File: src/rtl/down_counter_pkg.sv
// Shared types and defaults for the down_counter block.
package down_counter_pkg;

    localparam int unsigned DEFAULT_WIDTH = 4;

    typedef enum logic [1:0] {
        IDLE = 2'd0,
        RUN  = 2'd1,
        DONE = 2'd2
    } state_t;

endpackage

File: src/rtl/down_counter.sv
// Loadable down counter with one-shot / periodic modes and a registered
// terminal-count pulse.
module down_counter
    import down_counter_pkg::*;
#(
    parameter int unsigned WIDTH = DEFAULT_WIDTH
) (
    input  logic             clk,
    input  logic             reset,
    input  logic             load,
    input  logic [WIDTH-1:0] load_val,
    input  logic             start,
    input  logic             stop,
    input  logic             en,
    input  logic             auto_reload,
    output logic [WIDTH-1:0] count_out,
    output logic             tc,
    output logic             busy,
    output logic             done
);

    state_t             state_q, state_d;
    logic [WIDTH-1:0]   count_q, count_d;
    logic [WIDTH-1:0]   reload_q, reload_d;
    logic               tc_q, tc_d;
    logic [WIDTH-1:0]   start_val;
    logic               start_ok;

    // A same-cycle load feeds the start value directly, bypassing reload_q.
    assign start_val = (load && start) ? load_val : reload_q;
    assign start_ok  = start && (start_val != '0);

    always_ff @(posedge clk) begin
        if (reset) begin
            state_q  <= IDLE;
            count_q  <= '0;
            reload_q <= '0;
            tc_q     <= 1'b0;
        end else begin
            state_q  <= state_d;
            count_q  <= count_d;
            reload_q <= reload_d;
            tc_q     <= tc_d;
        end
    end

    always_comb begin
        state_d  = state_q;
        count_d  = count_q;
        reload_d = load ? load_val : reload_q;
        tc_d     = 1'b0;

        case (state_q)
            IDLE: begin
                if (start_ok) begin
                    count_d = start_val;
                    state_d = RUN;
                end
            end
            RUN: begin
                if (stop) begin
                    state_d = IDLE;
                end else if (en) begin
                    if (count_q == WIDTH'(1)) begin
                        tc_d = 1'b1;
                        if (auto_reload) begin
                            count_d = reload_q;
                        end else begin
                            count_d = '0;
                            state_d = DONE;
                        end
                    end else if (count_q > WIDTH'(1)) begin
                        count_d = count_q - WIDTH'(1);
                    end
                end
            end
            DONE: begin
                if (stop) begin
                    state_d = IDLE;
                end else if (start_ok) begin
                    count_d = start_val;
                    state_d = RUN;
                end
            end
            default: state_d = IDLE;
        endcase
    end

    assign count_out = count_q;
    assign tc        = tc_q;
    assign busy      = (state_q == RUN);
    assign done      = (state_q == DONE);

endmodule

File: config.mk
export PLATFORM = sky130hd
export DESIGN_NAME = down_counter
export DESIGN_NICKNAME = d
export VERILOG_FILES = /design/src/rtl/down_counter_pkg.sv /design/src/rtl/down_counter.sv
export SDC_FILE = /design/constraint.sdc
export NUM_CORES = 1
export LEC_CHECK = 0
export ABC_AREA = 0
export CORE_AREA = 2 2 41 43
export CTS_BUF_LIST = sky130_fd_sc_hd__clkbuf_2
export CTS_CLUSTER_SIZE = 30
export DETAILED_ROUTE_END_ITERATION = 10
export DIE_AREA = 0 0 43 45
export GPL_TIMING_DRIVEN = 0
export PLACE_DENSITY = 0.79
export SLEW_MARGIN = 30
export SYNTH_ARGS = -nofsm -noshare
export SYNTH_HDL_FRONTEND = slang
export SYNTH_SLANG_ARGS = --single-unit
File: constraint.sdc
create_clock -name clk -period 2 [get_ports clk]
set_input_delay 0.4 -clock clk [delete_from_list [all_inputs] [get_ports clk]]
set_output_delay 0.4 -clock clk [all_outputs]
set_load 0.05 [all_outputs]
==> load_flow_metrics.sql <==
INSERT INTO impl_metrics (metric_group, metric, value, unit) VALUES
('die', 'chipWidth', '43', 'um'),
('die', 'coreArea', '1470', 'um^2'),
('clock_network', 'htree_num_levels', '1', ''),
('synthesis', 'post_synth_num_cell_types', '32', ''),
('clock_network', 'worstSkewPairLatency', '0.25', 'ns'),
('power', 'ir_worst_vdd', '0.322', 'mV'),
('finish', 'drive_gt1_share', '12.0', '%'),
('power', 'p_seq_share', '45.8', '%'),
('sta', 'setup_viol', '0', ''),
('setup_path', 'worst_path_dominant_cell_family', 'buffers and inverters', ''),
('power', 'power.share.clock', '22.4', '%'),
('setup_path', 'r2r-end', 'count_out[2]', ''),
('sta', 'report.final.hold_viol_count', '0', ''),
('synthesis', 'post-synth-top-area-cell', 'sky130_fd_sc_hd__dfxtp_1', ''),
('synthesis', 'number_of_flops_mapped_to_enable_cells_by_yosys', '0', ''),
('setup_path', 'start_kind', 'flip-flop', ''),
('route', 'post-route-drc-count', '0', ''),
('setup_path', 'critical_path_depth', '1', ''),
('sta', 'timing.clock.skew', '0.00306', 'ns'),
('route', 'route.vias.total', '647', ''),
('synthesis', 'portion_of_the_post_synthesis_area_used_by_sequential_elements', '31.3', '%'),
('setup_path', 'critical_path_required', '1.60', 'ns'),
('placed_design', 'dp.final_hpwl', '1190', 'um'),
('route', 'drtAntennaViolNets', '0', ''),
('worst_hold_path', 'hold_path_depth', '3', ''),
('global_routing', 'grt_pass1_vias', '578', ''),
('clock_network', 'ctsLongestPathBuffers', '2', ''),
('global_routing', 'wire_length_of_the_first_global_routing_pass', '2550', 'um'),
('die', 'row_count', '14', ''),
('die', 'initial_utilization', '47.8', '%'),
('clock_network', 'clkTransAtPathRegs', '0.10', 'ns'),
('setup_path', 'end_kind', 'output pin', ''),
('finish', 'final_cell_count_without_fillers', '116', ''),
('route', 'avgViaCountPerCell', '5.58', ''),
('placed_design', 'post-place-ws', '-0.0789', 'ns'),
('sta', 'slew_headroom', '66.7', '%'),
('route', 'wl', '1480', 'um'),
('worst_hold_path', 'min-delay-start', 'load', ''),
('setup_path', 'cpMaxStageDelayCell', 'sky130_fd_sc_hd__clkdlybuf4s50_1', ''),
('setup_path', 'worstPathCellList', 'clkdlybuf4s50_1', ''),
('power', 'p_switching', '0.184', 'mW'),
('sta', 'final.setup.worst_slack', '0.129', 'ns'),
('clock_network', 'post_cts_repair_timing_setup_buffer_count', '0', ''),
('synthesis', 'ys_seq_elements', '11', ''),
('sta', 'finalMaxSlewViolations', '0', ''),
('sta', 'maximum_clock_rate', '534', 'MHz'),
('setup_path', 'worstSetupPathType', 'reg2out', ''),
('power', 'power_density', '610', 'nW/um^2'),
('run_status', 'status', 'complete, no violations', ''),
('global_routing', 'grt_overflow', '0', ''),
('synthesis', 'synth_area', '703', 'um^2'),
('synthesis', 'post-synth-top-count-cell', 'sky130_fd_sc_hd__dfxtp_1', ''),
('sta', 'finalHoldWorstSlack', '0.479', 'ns'),
('clock_network', 'clock_sink_count', '11', ''),
('synthesis', 'synthesis.area_per_instance', '8.79', 'um^2'),
('power', 'pwr-share-comb', '31.8', '%'),
('synthesis', 'ys_top_cells_by_count', 'sky130_fd_sc_hd__dfxtp_1, sky130_fd_sc_hd__mux2i_1, sky130_fd_sc_hd__nand2_1, sky130_fd_sc_hd__nor2_1', ''),
('setup_path', 'reg2reg_slack', '0.15', 'ns'),
('worst_hold_path', 'holdPathEnd', 'reload_q[3]', ''),
('clock_network', 'ctsRootBufferMaster', 'sky130_fd_sc_hd__clkbuf_2', ''),
('placed_design', 'weighted_congestion_reported_at_the_end_of_routability_driven_placement', '0.832', ''),
('die', 'die_area', '1940', 'um^2'),
('finish', 'antenna-diode-count', '0', ''),
('sta', 'worst_slew_pin_slew', '0.499', 'ns'),
('die', 'io_pins', '18', ''),
('synthesis', 'synth-warning-count', '0', ''),
('placed_design', 'numPlacedInstances', '112', ''),
('setup_path', 'worst-path-max-fanout', '7', ''),
('sta', 'finalCritPeriodShare', '93.6', '%'),
('synthesis', 'dominantRegCellSynth', 'sky130_fd_sc_hd__dfxtp_1', ''),
('synthesis', 'synth_cells', '80', '');
-- state kept, by name, summed over array words and instances (netlist names) --
register / cells
count_out: 4
reload_q: 4
state_q: 2
tc: 1
-- per-layer routing --
layer / wire length (um) / GRT usage [%] / up-vias / share of wire (%)
li1: - / - / 344 / -
met5: 0 / 0 / - / 0
met1: 717 / 23.1 / 285 / 48
met2: 695 / 29.1 / 18 / 47
met4: 0 / 5.45 / 0 / 0
met3: 72 / 3.60 / 0 / 4.9
-- stage by stage --
| stage | TNS (ns) | instance area [um^2] |
|---|---|---|
| after floorplan | 0 | 706 |
| after global placement | -0.160 | 886 |
| after detailed placement | -0.223 | 886 |
| after CTS | 0 | 903 |
| after global routing | 0 | 901 |
| final | 0 | 901 |
-- cell families after synthesis --
family	Yosys count	synth area share, %
buffers and inverters	6	4.80
multiplexers	10	14.2
adder cells (fa/ha/maj)	2	3.56
AO/OA/AOI/OAI	15	16.2
flip-flops	11	31.3
AND/OR/NAND/NOR	36	29.9
-- worst max path at each step --
stage                            start           end  slack [ns]
after detailed placement   load_val[3]  count_out[2]       -0.08
after CTS                   state_q[1]          busy       0.001
final                     count_out[0]  count_out[0]        0.13
after global routing      count_out[1]  count_out[2]      0.0002
after global placement     load_val[3]  count_out[3]       -0.06
after floorplan           count_out[0]  count_out[0]        0.11
-- final cells by class --
class                           count  area (um^2)
Buffer                              3         22.5
Clock buffer                        4         20.0
Fill cell                         147          571
Inverter                            3         11.3
Multi-Input combinational cell     63          449
Sequential cell                    11          223
Tap cell                           16         20.0
Timing Repair Buffer               16          155
-- placed cells by master, fill, tap and decap left out, types with 2 or more instances in the layout --
cell type / n
sky130_fd_sc_hd__clkdlybuf4s50_1: 12
sky130_fd_sc_hd__mux2i_1: 10
sky130_fd_sc_hd__nand2_1: 9
sky130_fd_sc_hd__nor2_1: 9
sky130_fd_sc_hd__dfxtp_1: 9
sky130_fd_sc_hd__clkbuf_2: 5
sky130_fd_sc_hd__nor4_1: 4
sky130_fd_sc_hd__a21oi_1: 4
sky130_fd_sc_hd__inv_1: 3
sky130_fd_sc_hd__nand3_1: 2
sky130_fd_sc_hd__a311oi_1: 2
sky130_fd_sc_hd__a311o_1: 2
sky130_fd_sc_hd__and4b_1: 2
sky130_fd_sc_hd__ha_1: 2
sky130_fd_sc_hd__dfxtp_2: 2
sky130_fd_sc_hd__dlygate4sd2_1: 2
-- repair_timing --
action | 4_1_cts | 5_1_grt
resized for setup | 4 | 2
hold endpoints to repair | 0 | 0
endpoints found under the setup margin | 3 | 2
cloned | 0 | 0
-- power by group through the flow --
stage / Clock, mW / Sequential [mW] / Combinational, mW
after global routing: 0.139 / 0.255 / 0.191
after CTS: 0.127 / 0.252 / 0.176
final: 0.123 / 0.252 / 0.175
after detailed placement: 0 / 0.257 / 0.177
after floorplan: 0 / 0.275 / 0.101
after global placement: 0 / 0.256 / 0.176
Power figures use the tool's default switching activity.
